File: src/rtl/agc_stats_if.sv
`default_nettype none
// +--------------------------------------------------------------------------+
// | Module   : agc_stats_if                                                  |
// | Brief    : Lane-data, control and result bundle for agc_stats            |
// | Revision : 1.0                                                           |
// +--------------------------------------------------------------------------+
interface agc_stats_if #(
  parameter int NBITS       = 5,
  parameter int NLANE       = 8,
  parameter int WINDOW_BITS = 24,
  parameter int ACC_BITS    = 32
);
  logic [NLANE*(NBITS-1)-1:0] abs_i;
  logic [NLANE-1:0]           gt_i;
  logic [NLANE-1:0]           lt_i;
  logic [WINDOW_BITS-1:0]     window_i;
  logic                       start_i;
  logic                       ack_i;
  logic                       busy_o;
  logic                       done_o;
  logic [ACC_BITS-1:0]        abs_sum_o;
  logic [ACC_BITS-1:0]        gt_cnt_o;
  logic [ACC_BITS-1:0]        lt_cnt_o;

  modport master (
    output abs_i, gt_i, lt_i, window_i, start_i, ack_i,
    input  busy_o, done_o, abs_sum_o, gt_cnt_o, lt_cnt_o
  );

  modport slave (
    input  abs_i, gt_i, lt_i, window_i, start_i, ack_i,
    output busy_o, done_o, abs_sum_o, gt_cnt_o, lt_cnt_o
  );
endinterface
`default_nettype wire

File: src/rtl/agc_stats.sv
`default_nettype none
// +--------------------------------------------------------------------------+
// | Module   : agc_stats                                                     |
// | Brief    : Windowed AGC statistics: sum of |out|, above/below counts     |
// | Revision : 1.0                                                           |
// +--------------------------------------------------------------------------+
module agc_stats #(
  parameter int NBITS       = 5,
  parameter int NLANE       = 8,
  parameter int WINDOW_BITS = 24,
  parameter int ACC_BITS    = 32
) (
  input  logic       clk_i,
  input  logic       rst_i,
  agc_stats_if.slave bus
);
  localparam int c_AW = NBITS - 1;
  localparam int c_CW = $clog2(NLANE + 1);
  localparam int c_SW = c_AW + c_CW;
  localparam logic [ACC_BITS-1:0] c_ACC_MAX = '1;

  typedef enum logic [2:0] {
    S_IDLE  = 3'd0,
    S_CLEAR = 3'd1,
    S_RUN   = 3'd2,
    S_FLUSH = 3'd3,
    S_DONE  = 3'd4
  } state_t;

  state_t                 r_state;
  logic [WINDOW_BITS-1:0] r_win;
  logic [WINDOW_BITS-1:0] r_cnt;
  logic                   r_flush;
  logic                   r_busy;
  logic                   r_done;
  logic [ACC_BITS-1:0]    r_abs_out, r_gt_out, r_lt_out;
  logic [ACC_BITS-1:0]    r_abs_acc, r_gt_acc, r_lt_acc;
  logic [c_SW-1:0]        r_s1_abs;
  logic [c_CW-1:0]        r_s1_gt, r_s1_lt;
  logic                   r_s1_vld;

  logic [c_SW-1:0]        w_abs_red;
  logic [c_CW-1:0]        w_gt_red, w_lt_red;
  logic [WINDOW_BITS-1:0] w_win_eff;

  assign w_win_eff = (bus.window_i == '0) ? WINDOW_BITS'(1) : bus.window_i;

  function automatic logic [ACC_BITS-1:0] sat_add(input logic [ACC_BITS-1:0] a,
                                                  input logic [ACC_BITS-1:0] b);
    logic [ACC_BITS:0] s;
    s = {1'b0, a} + {1'b0, b};
    return s[ACC_BITS] ? c_ACC_MAX : s[ACC_BITS-1:0];
  endfunction

  always_comb begin
    w_abs_red = '0;
    w_gt_red  = '0;
    w_lt_red  = '0;
    for (int k = 0; k < NLANE; k++) begin
      w_abs_red = w_abs_red + c_SW'(bus.abs_i[k*c_AW +: c_AW]);
      w_gt_red  = w_gt_red + c_CW'(bus.gt_i[k]);
      w_lt_red  = w_lt_red + c_CW'(bus.lt_i[k]);
    end
  end

  // Stage 1: lane reduction, tagged valid only when captured during RUN
  always_ff @(posedge clk_i) begin
    if (rst_i) begin
      r_s1_abs <= '0;
      r_s1_gt  <= '0;
      r_s1_lt  <= '0;
      r_s1_vld <= 1'b0;
    end else begin
      r_s1_abs <= w_abs_red;
      r_s1_gt  <= w_gt_red;
      r_s1_lt  <= w_lt_red;
      r_s1_vld <= (r_state == S_RUN);
    end
  end

  // Stage 2: saturating accumulation
  always_ff @(posedge clk_i) begin
    if (rst_i || r_state == S_CLEAR) begin
      r_abs_acc <= '0;
      r_gt_acc  <= '0;
      r_lt_acc  <= '0;
    end else if (r_s1_vld) begin
      r_abs_acc <= sat_add(r_abs_acc, ACC_BITS'(r_s1_abs));
      r_gt_acc  <= sat_add(r_gt_acc, ACC_BITS'(r_s1_gt));
      r_lt_acc  <= sat_add(r_lt_acc, ACC_BITS'(r_s1_lt));
    end
  end

  always_ff @(posedge clk_i) begin
    if (rst_i) begin
      r_state   <= S_IDLE;
      r_win     <= '0;
      r_cnt     <= '0;
      r_flush   <= 1'b0;
      r_busy    <= 1'b0;
      r_done    <= 1'b0;
      r_abs_out <= '0;
      r_gt_out  <= '0;
      r_lt_out  <= '0;
    end else begin
      case (r_state)
        S_IDLE: begin
          if (bus.start_i) begin
            r_win   <= w_win_eff;
            r_state <= S_CLEAR;
            r_busy  <= 1'b1;
          end
        end
        S_CLEAR: begin
          r_cnt   <= r_win;
          r_state <= S_RUN;
        end
        S_RUN: begin
          r_cnt <= r_cnt - WINDOW_BITS'(1);
          if (r_cnt == WINDOW_BITS'(1)) begin
            r_state <= S_FLUSH;
            r_flush <= 1'b0;
          end
        end
        S_FLUSH: begin
          // Two cycles let the last RUN sample pass both pipeline stages
          if (r_flush) begin
            r_state   <= S_DONE;
            r_busy    <= 1'b0;
            r_done    <= 1'b1;
            r_abs_out <= r_abs_acc;
            r_gt_out  <= r_gt_acc;
            r_lt_out  <= r_lt_acc;
          end else begin
            r_flush <= 1'b1;
          end
        end
        S_DONE: begin
          if (bus.start_i) begin
            r_win   <= w_win_eff;
            r_state <= S_CLEAR;
            r_busy  <= 1'b1;
            r_done  <= 1'b0;
          end else if (bus.ack_i) begin
            r_state <= S_IDLE;
            r_done  <= 1'b0;
          end
        end
        default: begin
          r_state <= S_IDLE;
          r_busy  <= 1'b0;
          r_done  <= 1'b0;
        end
      endcase
    end
  end

  assign bus.busy_o    = r_busy;
  assign bus.done_o    = r_done;
  assign bus.abs_sum_o = r_abs_out;
  assign bus.gt_cnt_o  = r_gt_out;
  assign bus.lt_cnt_o  = r_lt_out;
endmodule
`default_nettype wire

File: src/flat_wrapper.sv
// flat-port wrapper written by rule: the top's interface ports become plain ports
module agc_stats_flat 
#(
  parameter int NBITS       = 5,
  parameter int NLANE       = 8,
  parameter int WINDOW_BITS = 24,
  parameter int ACC_BITS    = 32
)
  (clk_i, rst_i, bus_abs_i, bus_gt_i, bus_lt_i, bus_window_i, bus_start_i, bus_ack_i, bus_busy_o, bus_done_o, bus_abs_sum_o, bus_gt_cnt_o, bus_lt_cnt_o);
  agc_stats_if #(.NBITS(NBITS), .NLANE(NLANE), .WINDOW_BITS(WINDOW_BITS), .ACC_BITS(ACC_BITS)) bus_i ();
  input  logic clk_i;
  input  logic rst_i;
  input wire logic [$bits(bus_i.abs_i)-1:0] bus_abs_i;
  input wire logic [$bits(bus_i.gt_i)-1:0] bus_gt_i;
  input wire logic [$bits(bus_i.lt_i)-1:0] bus_lt_i;
  input wire logic [$bits(bus_i.window_i)-1:0] bus_window_i;
  input wire logic [$bits(bus_i.start_i)-1:0] bus_start_i;
  input wire logic [$bits(bus_i.ack_i)-1:0] bus_ack_i;
  output wire logic [$bits(bus_i.busy_o)-1:0] bus_busy_o;
  output wire logic [$bits(bus_i.done_o)-1:0] bus_done_o;
  output wire logic [$bits(bus_i.abs_sum_o)-1:0] bus_abs_sum_o;
  output wire logic [$bits(bus_i.gt_cnt_o)-1:0] bus_gt_cnt_o;
  output wire logic [$bits(bus_i.lt_cnt_o)-1:0] bus_lt_cnt_o;
  assign bus_i.abs_i = bus_abs_i;
  assign bus_i.gt_i = bus_gt_i;
  assign bus_i.lt_i = bus_lt_i;
  assign bus_i.window_i = bus_window_i;
  assign bus_i.start_i = bus_start_i;
  assign bus_i.ack_i = bus_ack_i;
  assign bus_busy_o = bus_i.busy_o;
  assign bus_done_o = bus_i.done_o;
  assign bus_abs_sum_o = bus_i.abs_sum_o;
  assign bus_gt_cnt_o = bus_i.gt_cnt_o;
  assign bus_lt_cnt_o = bus_i.lt_cnt_o;
  agc_stats #(.NBITS(NBITS), .NLANE(NLANE), .WINDOW_BITS(WINDOW_BITS), .ACC_BITS(ACC_BITS)) u_core (.clk_i(clk_i), .rst_i(rst_i), .bus(bus_i));
endmodule
File: config.mk
export PLATFORM = sky130hd
export DESIGN_NAME = agc_stats_flat
export DESIGN_NICKNAME = d
export VERILOG_FILES = /design/src/rtl/agc_stats_if.sv /design/src/rtl/agc_stats.sv /design/src/flat_wrapper.sv
export SDC_FILE = /design/constraint.sdc
export NUM_CORES = 1
export LEC_CHECK = 0
export ABC_AREA = 1
export BUFFER_PORTS_ARGS = -buffer_cell sky130_fd_sc_hd__buf_2
export CORE_MARGIN = 2
export CORE_UTILIZATION = 53
export CTS_CLUSTER_SIZE = 28
export DETAILED_ROUTE_END_ITERATION = 6
export PLACE_DENSITY = 0.77
export RECOVER_POWER = 100
export SLEW_MARGIN = 20
export SYNTH_ARGS = -nofsm -noshare
export SYNTH_HDL_FRONTEND = slang
export SYNTH_SLANG_ARGS = --single-unit
File: constraint.sdc
create_clock -name clk_i -period 4.1 [get_ports clk_i]
set_input_delay 0.205 -clock clk_i [delete_from_list [all_inputs] [get_ports clk_i]]
set_output_delay 0.205 -clock clk_i [all_outputs]
set_load 0.02 [all_outputs]
Yosys cells after proc, flatten, opt, wreduce, memory -nomap -nowiden
Index checks and enable logic that the tools add are counted.
{"block": "word_totals", "register_bits": 263, "inputBits": 76, "out_inout_bits": 98, "wordCells": 87}
{"block": "op_classes", "add_sub_neg": 25, "eq_ne": 10, "muxes": 20, "bitwise_logic": 2, "reduce_logical": 14}
{"cell": "32-bit 2-to-1 mux", "count": 3}
{"cell": "32-bit by 4-bit adder with 33-bit output", "count": 2}
{"cell": "4-bit by 1-bit adder with 4-bit output", "count": 12}
{"cell": "8-bit by 4-bit adder with 8-bit output", "count": 6}
{"cell": "24-bit case mux with 2 select lines", "count": 1}
{"cell": "32-bit by 8-bit adder with 33-bit output", "count": 1}
{"cell": "24-bit by 1-bit equality test with 1-bit output, second input constant", "count": 1}
{"cell": "24-bit logical NOT", "count": 1}
{"cell": "24-bit 2-to-1 mux", "count": 1}
{"cell": "24-bit by 1-bit subtractor with 24-bit output, second input constant", "count": 1}
{"cell": "3-bit 2-to-1 mux", "count": 5}
{"cell": "3-bit case mux with 5 select lines", "count": 1}
{"cell": "3-bit by 2-bit equality test with 1-bit output, second input constant", "count": 2}
{"cell": "1-bit 2-to-1 mux", "count": 6}
{"cell": "1-bit case mux with 3 select lines", "count": 2}
{"cell": "2-bit AND reduction", "count": 3}
{"cell": "3-bit AND reduction", "count": 2}
{"cell": "4-bit by 4-bit adder with 5-bit output", "count": 1}
{"cell": "1-bit by 1-bit adder with 2-bit output", "count": 2}
{"cell": "2-bit by 1-bit != test with 1-bit output, second input constant", "count": 2}
{"cell": "2-bit != test, second input constant", "count": 2}
{"cell": "4-bit AND reduction", "count": 1}
{"cell": "2-bit nonzero test", "count": 2}
{"cell": "2-bit OR reduction", "count": 2}
{"cell": "8 further kinds", "count": 9}

Longest topological paths before layout
Gate-level depths: netlist of run 1.
{"block": "logic_depth", "word_depth": 7, "depth_mapped": 18, "depth_no_buf": 18}

Worst setup path before layout of run 1
OpenSTA, ideal clock, no wires.
{"block": "synth_path", "path_type": "input-to-reg", "from": "input bus_abs_i[0]", "to": "register u_core.r_s1_abs[7]", "setup_ps": 65, "arrival_ps": 3988, "required_ps": 4035, "setup_slack_ps": 47, "cell_stages": 14, "path_buffers": 0, "cell_sequence": "ha_1 -> fa_1 -> xor2_1 -> fa_1 -> inv_1 -> fa_1 -> fa_1 -> fa_1 -> fa_1 -> nor2_1 -> o21ai_0 -> a21boi_0 -> o21ai_0 -> nor2_1"}
{"block": "synth_via", "elab_chain_cells": 7}
{"item": "start, declared", "line": "flat_wrapper.sv:13", "rtl": "input wire logic [$bits(bus_i.abs_i)-1:0] bus_abs_i;"}
{"item": "4-bit by 4-bit adder with 5-bit output", "line": "agc_stats.sv:60", "rtl": "w_abs_red = w_abs_red + c_SW'(bus.abs_i[k*c_AW +: c_AW]);"}
{"item": "8-bit by 4-bit adder with 8-bit output (6 in a row)", "line": "agc_stats.sv:60"}
{"item": "end signal, assigned", "line": "agc_stats.sv:74", "rtl": "r_s1_abs <= w_abs_red;"}
{"item": "end, declared", "line": "agc_stats.sv:38", "rtl": "logic [c_SW-1:0] r_s1_abs;"}
Every way passes these cells.
A chain may end at the register's enable or synchronous reset.

Final worst setup path of run 1
Same ends and word-level chain as after synthesis.

==> results of run 1 <==
==> worst max-delay path by stage <==
stage	startpoint	end	slack, ns	depth (start not counted)
2_1_floorplan	bus_abs_i[0]	u_core.r_s1_abs[7]$_SDFF_PP0_	0.05	14
3_3_place_gp	bus_abs_i[0]	u_core.r_s1_abs[7]$_SDFF_PP0_	-0.20	15
3_5_place_dp	bus_abs_i[0]	u_core.r_s1_abs[7]$_SDFF_PP0_	-0.33	15
4_1_cts	bus_abs_i[0]	u_core.r_s1_abs[7]$_SDFF_PP0_	0.21	15
5_1_grt	bus_abs_i[2]	u_core.r_s1_abs[7]$_SDFF_PP0_	0.04	18
6_report	bus_abs_i[0]	u_core.r_s1_abs[7]$_SDFF_PP0_	0.30	15
==> power by group through the flow <==
stage | sequential (mW) | clock, mW | combinational (mW)
floorplan | 3.04 | 0 | 1.96
global placement | 3.06 | 0 | 2.58
detailed placement | 3.07 | 0 | 2.66
CTS | 3.01 | 2.46 | 2.70
global route | 3.05 | 2.56 | 3.11
finish | 3.02 | 2.41 | 2.70
==> cell families (layout without fill, tap and decap cells) <==
logic type	after synthesis	count (layout)	synth area share
DFF	263	263	0.3773
and+or+nand+nor	951	951	0.2900
AOI/OAI and AO/OA	369	369	0.1349
adders and majority gates	69	69	0.07801
buffers and inverters	338	524	0.09397
muxes	1	1	0.0007174
xor gates and xnor gates	40	40	0.02511
==> state kept, by name (all words and copies together), names as in the netlist, 3 cells and up <==
name / cells
u_core.bus.abs_sum_o: 32
u_core.bus.gt_cnt_o: 32
u_core.bus.lt_cnt_o: 32
u_core.r_abs_acc: 32
u_core.r_gt_acc: 32
u_core.r_lt_acc: 32
u_core.r_cnt: 24
u_core.r_win: 24
u_core.r_s1_abs: 8
u_core.r_s1_gt: 4
u_core.r_s1_lt: 4
u_core.r_state: 3
==> cell usage in the layout, fill, tap and decap left out, types with 40 or more instances in the layout <==
cell type / netlist / routed
nand2_1: 398 / 398
a21oi_1: 166 / 166
buf_2: 16 / 76
dfxtp_1: 263 / 262
nand3_1: 103 / 104
clkbuf_1: 46 / 110
nor3_1: 39 / 40
nand4_1: 45 / 46
o21ai_0: 188 / 188
nor2_1: 325 / 326
inv_1: 258 / 259
==> stage by stage <==
stage	TNS, ns	cells	total power [mW]
after floorplan	0	2031	5.002
after global placement	-0.5532	2480	5.639
after detailed placement	-1.015	2480	5.724
after CTS	0	2552	8.171
after global routing	0	2552	8.723
final	0	2552	8.129
==> what timing repair did <==
action | in CTS | in global routing
hold buffers | 25 | 0
setup buffers | 0 | 0
hold endpoints to repair | 24 | 0
endpoints found under the setup margin | 0 | 1
gates resized for setup | 0 | 1
==> cell type report <==
type                    count  share of cell area
flip-flops and latches    263              0.3297
clock inverters             6            0.005404
well taps                 335             0.02624
multi-input cells        1430              0.4597
repair buffers            212             0.06798
clock buffers              41             0.04872
inverters                 265             0.06227
==> worst max-delay path, delay by kind of cell <==
| kind | cells | cell delay [ns] |
|---|---|---|
| AO/OA/AOI/OAI | 3 | 0.39 |
| AND/OR/NAND/NOR | 2 | 0.19 |
| buffers and inverters | 2 | 0.15 |
| XOR/XNOR | 1 | 0.17 |
| adder cells (fa/ha/maj) | 7 | 3.15 |
==> per-layer routing <==
layer	routed length (um)	share of wire	vias up	global-route usage
li1	-	-	6859	-
met1	17090	0.46	6348	0.3649
met2	17230	0.46	421	0.4465
met3	2121	0.057	58	0.03337
met4	783	0.021	0	0.07009
met5	0	0	-	0
==> impl_metrics.toml, run 1 <==
[sta]
slew_headroom = -0.3505
fin_crit_sh = 0.9268
fmax_ghz = 0.2632
layout_setup_ws_ns = 0.3003
worst_pin_slew_ns = 2.026
skew_ns = 0.02040
final_hold_viol_count = 0
min_period_ns = 3.800
holdWs_ns = 0.04289
report.final.slew_viol_count = 136
rsz0062_at_grt = "no"
setup_viol = 0

[worst_hold_path]
hold_end = "u_core.r_s1_abs[0]$_SDFF_PP0_"
worstHoldStart = "bus_abs_i[28]"
hold_path_class = "in2reg"
holdPathStages = 4

[global_routing]
grt_pass1_vias = 12820
grt-ovfl-total = 0
grt_pass1_wl_mm = 62.56
grt_usage = 0.2662
antenna_found_initial = 0
grt_max_degree = 136

[route]
wirelength_mm = 37.23
routed_via_density = 5.363
first_pass_iters = 5
ant_nets = 0
drc = 0
vias = 13690
wl_per_cell_um = 14.59
drtIter0Drc = 1064

[worst_setup_path]
path_cells = "buf_2 -> ha_1 -> fa_1 -> xor2_1 -> fa_1 -> inv_1 -> fa_1 -> fa_1 -> fa_1 -> fa_1 -> nor2_1 -> o21ai_0 -> a21boi_1 -> o21ai_0 -> nor2_1"
crit_fanout = 2
r2r-start = "u_core.r_state[0]$_SDFFE_PP0P_"
critPathMaxStageDelay_ns = 0.60
worstPathRequired_ns = 4.56
rr_endpoint = "u_core.bus.gt_cnt_o[27]$_SDFFE_PP0P_"
criticalPathCategory = "in2reg"
ff2ff_setup_slack_ns = 0.53
critPathCaptureType = "flop"
reg2reg_depth = 7
start_kind = "input pin"
crit_arrival_ns = 4.26
critPathSlowestCell = "fa_1"
crit_top_cell = "fa_1"

[placed_design]
placed_cell_area_um2 = 15050
pre_cts_ws_ns = -0.3312
io_buffers = 173
gp_congestion = 0.8982
dp.final_hpwl_mm = 25.67

[cts]
path_clk_slew_ns = 0.06
cts_sinks = 263
cts_tree = "yes"
cts_root_buf = "clkbuf_16"
worstSkewPairLatency_ns = 0.54
clk_path_buf_depth = 3
cts_buffers = 27
htreeDepth = 1

[yosys]
ys.flop_type = "dfxtp_1"
synth_most_common_cell = "nand2_1"
synth_edf_count = 0
postSynthAreaPerCell_um2 = 6.870
yosys.cell_types.count = 41
netlist_area_um2 = 13950
yosysSeqAreaShare = 0.3773
syn_inst = 2031
yosysTopAreaCell = "dfxtp_1"
syn-num-nets = 2176
synth_area_leaders = "dfxtp_1, nand2_1, nor2_1, inv_1, o21ai_0"
yosys_warnings = 0
ys_seq_elements = 263
synth_top_area_frac = 0.3773
synth.top_cells.by_count = "nand2_1, nor2_1, dfxtp_1"
async_flop_share = 0

[floorplanning]
rows = 59
top_level_ports = 174
start_util = 0.5370
core-area_um2 = 25980
die_width_um = 166.3
die_h_um = 166.3
die_area_um2 = 27640

[status]
outcome = "finished with violations"
violations = "capacitance limit, slew limit"

[power]
switching_share = 0.3612
powerDensity_nw_per_um2 = 508.9
irDropWorstVdd_v = 0.0003247
p_clk_frac = 0.297
p_sw_mw = 2.937
p_leak_nw = 7.289
combinationalPowerShare = 0.332
p_int_mw = 5.193
seq_power_share = 0.372

[layout]
post-route-cell-area_um2 = 15980
area_delta_synth_final_pct = 14.49
antenna_cells = 0
drive_gt1_frac = 0.06405
multi_input_area_um2 = 7345
utilization = 0.6148
nFillCells = 2469
fin_nets = 2344
register_area_um2 = 5266

[flow_run]
max-cap-violations = 1
Note: power is estimated with default switching activity, not from simulation.
==> run 2, diff against run 1 <==
--- a/config.mk
+++ b/config.mk
@@ -6,14 +6,15 @@
 export NUM_CORES = 1
 export LEC_CHECK = 0
 export ABC_AREA = 1
-export BUFFER_PORTS_ARGS = -buffer_cell sky130_fd_sc_hd__buf_2
 export CORE_MARGIN = 2
-export CORE_UTILIZATION = 53
+export CORE_UTILIZATION = 55
 export CTS_CLUSTER_SIZE = 28
 export DETAILED_ROUTE_END_ITERATION = 6
-export PLACE_DENSITY = 0.77
+export DONT_BUFFER_PORTS = 1
+export PLACE_DENSITY = 0.7
 export RECOVER_POWER = 100
 export SLEW_MARGIN = 20
 export SYNTH_ARGS = -nofsm -noshare
 export SYNTH_HDL_FRONTEND = slang
 export SYNTH_SLANG_ARGS = --single-unit
+export TNS_END_PERCENT = 20
==> constraint.sdc (replaced) <==
create_clock -name clk_i -period 3.8 [get_ports clk_i]
set_input_delay 0.19 -clock clk_i [delete_from_list [all_inputs] [get_ports clk_i]]
set_output_delay 0.19 -clock clk_i [all_outputs]
set_load 0.02 [all_outputs]
==> run 2 against run 1 <==
The flow still finishes with violations (capacitance limit, slew limit); clock-buffer cell count shrank 5; non-clock buffer count shrank 159; clock skew shrank 0.0063 ns; final cell count shrank 6.4%; worst hold slack lost 0.015 ns; flip-flop and latch count is the same; register-to-register slack lost 0.03 ns; sequential power grew 9.9%; critical path depth grew 2; clock power grew 14%; largest power group unchanged.
==> impl_metrics.toml, run 2 (synthesis gave the netlist of run 1 again) <==
[placed_design]
pre_cts_ws_ns = -0.2300
dp.final_hpwl_mm = 24.58
placed_cell_area_um2 = 14190
io_buffers = 0
dpl.cell_count = 2302
gp_congestion = 0.8918

[sta]
skew_ns = 0.01407
report.final.slew_viol_count = 196
fmax_ghz = 0.2829
fin_crit_sh = 0.9301
layout_setup_ws_ns = 0.2656
min_period_ns = 3.534
fin_setup_tns_ns = 0
worst_pin_slew_ns = 2.325
setup_viol = 0
slew_headroom = -0.5497
final_hold_viol_count = 0
rsz0062_at_grt = "no"

[worst_setup_path]
critPathCaptureType = "flop"
worstPathRequired_ns = 4.27
reg2reg_depth = 9
critPathMaxStageDelay_ns = 0.51
critPathSlowestCell = "fa_1"
crit_top_cell = "fa_1"
crit_fanout = 3
path_cells = "ha_1 -> fa_2 -> xor2_1 -> fa_1 -> inv_1 -> fa_1 -> fa_1 -> fa_1 -> inv_1 -> ha_1 -> a21oi_1 -> nand2_1 -> nand2_1 -> nand2_1 -> a21oi_1 -> o21ai_0 -> a21oi_1"
start_kind = "input pin"
crit_arrival_ns = 4.01
criticalPathCategory = "in2reg"

[layout]
register_area_um2 = 5266
multi_input_area_um2 = 7350
post-route-cell-area_um2 = 15440
drive_gt1_frac = 0.03597
fin_nets = 2186
final_cell_mix = "nand2_1, nor2_1, dfxtp_1, inv_1, o21ai_0"
final_common_cell = "nand2_1"
area_delta_synth_final_pct = 10.66
final_cells = 2388
nFillCells = 2353

[cts]
cts_setup_buffers = 0
htreeDepth = 1
clk_path_buf_depth = 3
cts_buffers = 28
ctsResizeCount = 0
cts_tree = "yes"
path_clk_slew_ns = 0.06
worstSkewPairLatency_ns = 0.54
cts_sinks = 263
cts_hold_buf = 39
cts_root_buf = "clkbuf_16"

[global_routing]
use_met1 = 0.3807
grt-ovfl-total = 0
grt_pass1_vias = 12210
use_met2 = 0.4317
busiest_layer = "met2"
use_met3 = 0.04977
grt_usage = 0.2722
grt_pass1_wl_mm = 59.89
antenna_found_initial = 0
grt_max_degree = 142

[route]
routed_via_density = 5.472
vias = 13070
ant_nets = 0
drtIter0Drc = 975
first_pass_iters = 5
drc = 0
wl_per_cell_um = 15.19
wirelength_mm = 36.27

[power]
p_int_mw = 5.716
p_clk_frac = 0.307
powerDensity_nw_per_um2 = 577.5
combinationalPowerShare = 0.321
seq_power_share = 0.372
irDropWorstVdd_v = 0.0003815
p_leak_nw = 6.969
switching_share = 0.3591
p_sw_mw = 3.202

[status]
violations = "capacitance limit, slew limit"
outcome = "finished with violations"

[floorplanning]
start_util = 0.5573
core-area_um2 = 25040
die_area_um2 = 26660
rows = 58
die_width_um = 163.3
die_h_um = 163.3
top_level_ports = 174

[worst_hold_path]
holdPathStages = 3
hold_path_class = "in2reg"

[flow_run]
max-cap-violations = 2
-- run 2: cell count changes in the layout (fill, tap and decap cells not counted), sizes merged --
cell / change
buf: -71
bufinv: +1
clkbuf: -106
clkinv: +3
clkinvlp: -1
diode: +1
dlygate4sd3: +13
inv: +1
-- run 2: routing by layer --
layer,up-vias,wire [um]
li1,6553,-
met1,5992,16660
met2,447,15950
met3,75,2746
met4,0,914
met5,-,0
-- run 2: final timing paths --
check                            startpoint                       endpoint  slack (ns)
min                             bus_gt_i[3]   u_core.r_s1_gt[3]$_SDFF_PP0_        0.03
min reg2reg    u_core.r_cnt[8]$_SDFFE_PP0P_   u_core.r_cnt[8]$_SDFFE_PP0P_        0.48
max                            bus_abs_i[0]  u_core.r_s1_abs[6]$_SDFF_PP0_        0.27
max reg2reg  u_core.r_state[2]$_SDFFE_PP0P_  u_core.r_cnt[14]$_SDFFE_PP0P_        0.50
-- run 2: critical path: cells and delay by family --
kind | cells | cell delay (ns)
buffers and inverters | 2 | 0.09
AO/OA/AOI/OAI | 4 | 0.58
XOR/XNOR | 1 | 0.16
adder cells (fa/ha/maj) | 7 | 2.79
AND/OR/NAND/NOR | 3 | 0.21
-- run 2: power groups by stage --
stage	logic [mW]	registers (mW)	clock network, mW
after CTS	2.85	3.31	2.79
after global placement	2.68	3.37	0
after global routing	3.28	3.35	2.89
after floorplan	2.14	3.28	0
final	2.86	3.32	2.74
after detailed placement	2.77	3.37	0
-- run 2: layout make-up --
type	instances	area share
Antenna cell	1	0.0001621
Clock buffer	36	0.05064
Clock inverter	10	0.008589
Inverter	265	0.06450
Multi-Input combinational cell	1430	0.4760
Sequential cell	263	0.3411
Tap cell	330	0.02674
Timing Repair Buffer	53	0.03233
-- run 2: stage by stage --
step,power [mW],util,hold slack [ns]
2_1_floorplan,5.417,-,0.3346
3_3_place_gp,6.043,0.5668,0.2623
3_5_place_dp,6.137,0.5668,0.2648
4_1_cts,8.949,0.6193,0.01423
5_1_grt,9.521,0.6166,0.02343
6_report,8.918,0.6167,0.02777
==> run 3, diff against run 2 <==
--- a/config.mk
+++ b/config.mk
@@ -8,6 +8,7 @@
 export ABC_AREA = 1
 export CORE_MARGIN = 2
 export CORE_UTILIZATION = 55
+export CTS_BUF_LIST = sky130_fd_sc_hd__clkbuf_8
 export CTS_CLUSTER_SIZE = 28
 export DETAILED_ROUTE_END_ITERATION = 6
 export DONT_BUFFER_PORTS = 1
==> run 3 against run 2 <==
The run still ends with capacitance limit, slew limit left; flip-flop and latch count stayed put; worst hold slack improved by 0.14 ns; combinational power about the same; global-route usage rose by 0.40 points; first-iteration DRC count is 2.5% lower; power shrank 1.5%; critical path depth did not move; core utilization about the same; sequential power is essentially flat; clock power shrank 4%; maximum frequency grew 0.10%; sequential share of layout area barely moved; largest cell class unchanged.
==> impl_metrics.toml, run 3 (synthesis gave the netlist of run 1 again) <==
[floorplanning]
core-area_um2 = 25040
die_area_um2 = 26660
rows = 58
top_level_ports = 174
die_width_um = 163.3
die_h_um = 163.3
start_util = 0.5573

[cts]
cts_sinks = 263
ctsResizeCount = 0
cts_tree = "yes"
cts_setup_buffers = 0
cts_root_buf = "clkbuf_8"
worstSkewPairLatency_ns = 0.56
cts_buffers = 43
htreeDepth = 2
clk_path_buf_depth = 3
path_clk_slew_ns = 0.06

[route]
drtIter0Drc = 951
wirelength_mm = 36.52
first_pass_iters = 5
vias = 13110
wl_met1_mm = 16.85
wl_met3_mm = 2.744
wl_per_cell_um = 15.11
wl_met2_mm = 16.03
routed_via_density = 5.425
ant_nets = 0
top_layer_used = "met4"
drc = 0

[worst_hold_path]
worstHoldStart = "bus_lt_i[1]"
holdPathStages = 4
hold_end = "u_core.r_s1_lt[2]$_SDFF_PP0_"
hold_path_class = "in2reg"

[sta]
skew_ns = 0.02285
min_period_ns = 3.531
fin_setup_tns_ns = 0
worst_pin_slew_ns = 2.173
final_hold_viol_count = 0
fin_crit_sh = 0.9292
slew_headroom = -0.4485
layout_setup_ws_ns = 0.2691
setup_viol = 0
report.final.slew_viol_count = 196
fmax_ghz = 0.2832
rsz0062_at_grt = "no"

[global_routing]
grt_pass1_vias = 12310
grt-ovfl-total = 0
antenna_found_initial = 0
grt_max_degree = 142
grt_pass1_wl_mm = 60.30
grt_usage = 0.2762

[layout]
nFillCells = 2371
final_cell_mix = "nand2_1, nor2_1, inv_1, dfxtp_1, o21ai_0"
antenna_cells = 0
final_common_cell = "nand2_1"
post-route-cell-area_um2 = 15450
utilization = 0.6170
fin_nets = 2201
area_delta_synth_final_pct = 10.72
drive_gt1_frac = 0.04744

[power]
irDropWorstVdd_v = 0.0002931
p_total_mw = 8.784
p_leak_nw = 7.024
powerDensity_nw_per_um2 = 568.6

[worst_setup_path]
rr_endpoint = "u_core.r_cnt[14]$_SDFFE_PP0P_"
criticalPathCategory = "in2reg"
crit_fanout = 3
reg2reg_depth = 9
crit_arrival_ns = 4.01
critPathCaptureType = "flop"
r2r-start = "u_core.r_state[2]$_SDFFE_PP0P_"
start_kind = "input pin"
worstPathRequired_ns = 4.28
ff2ff_setup_slack_ns = 0.48

[placed_design]
gp_congestion = 0.8918
io_buffers = 0
placed_cell_area_um2 = 14190
pre_cts_ws_ns = -0.2300
dp.final_hpwl_mm = 24.58

[status]
outcome = "finished with violations"
violations = "capacitance limit, slew limit"

[flow_run]
max-cap-violations = 2
[run 3: cell count changes in the layout (fill, tap and decap cells not counted), sizes merged]
cell and delta:
inv +9, diode -1, clkinvlp +1, buf +1
bufinv -1, clkbuf +20
[run 3: critical path: stages]
cell	delay [ns]
ha_1	0.22
fa_2	0.38
xor2_1	0.16
fa_1	0.47
inv_1	0.05
fa_1	0.39
fa_1	0.50
fa_1	0.51
inv_1	0.04
ha_1	0.32
a21oi_1	0.15
nand2_1	0.10
nand2_1	0.06
nand2_1	0.05
a21oi_1	0.17
o21ai_0	0.09
a21oi_1	0.17
[run 3: final cells by class]
cell class,instances,area (um2),share of cell area
Multi-Input combinational cell,1430,7350,0.4757
Sequential cell,263,5266,0.3409
Inverter,265,996.0,0.06447
Clock buffer,57,784.5,0.05078
Timing Repair Buffer,53,499.2,0.03232
Tap cell,330,412.9,0.02673
Clock inverter,19,140.1,0.009071
[run 3: metal layers]
metal | vias up | GRT usage
li1 | 6586 | -
met3 | 69 | 0.05866
met5 | - | 0
met2 | 442 | 0.4294
met4 | 0 | 0.08568
met1 | 6015 | 0.3844
[run 3: stage by stage]
stage          hold WS (ns)  instances
6_report             0.1633       2417
5_1_grt              0.1618       2417
4_1_cts              0.1256       2417
3_5_place_dp         0.2648       2302
3_3_place_gp         0.2623       2302
2_1_floorplan        0.3346       2031
[run 3: repair_timing]
item                                    4_1_cts  5_1_grt
endpoints found under the setup margin        0        0
hold buffers                                 39        0
endpoints found under the hold margin        63        0
[run 3: report_power, final]
part	internal [mW]	total, mW	switching (mW)
logic	1.02	2.84	1.82
registers	3.05	3.32	0.270
clock network	1.48	2.62	1.15
[run 3: worst max path at each step]
stage	from	end	slack (ns)	cells after the start
after floorplan	bus_abs_i[0]	u_core.r_s1_abs[6]$_SDFF_PP0_	0.005	17
after global placement	bus_abs_i[0]	u_core.r_s1_abs[6]$_SDFF_PP0_	-0.16	17
after detailed placement	bus_abs_i[0]	u_core.r_s1_abs[6]$_SDFF_PP0_	-0.23	17
after CTS	bus_abs_i[0]	u_core.r_s1_abs[6]$_SDFF_PP0_	0.35	17
after global routing	bus_abs_i[0]	u_core.r_s1_abs[6]$_SDFF_PP0_	0.11	17
final	bus_abs_i[0]	u_core.r_s1_abs[6]$_SDFF_PP0_	0.27	17
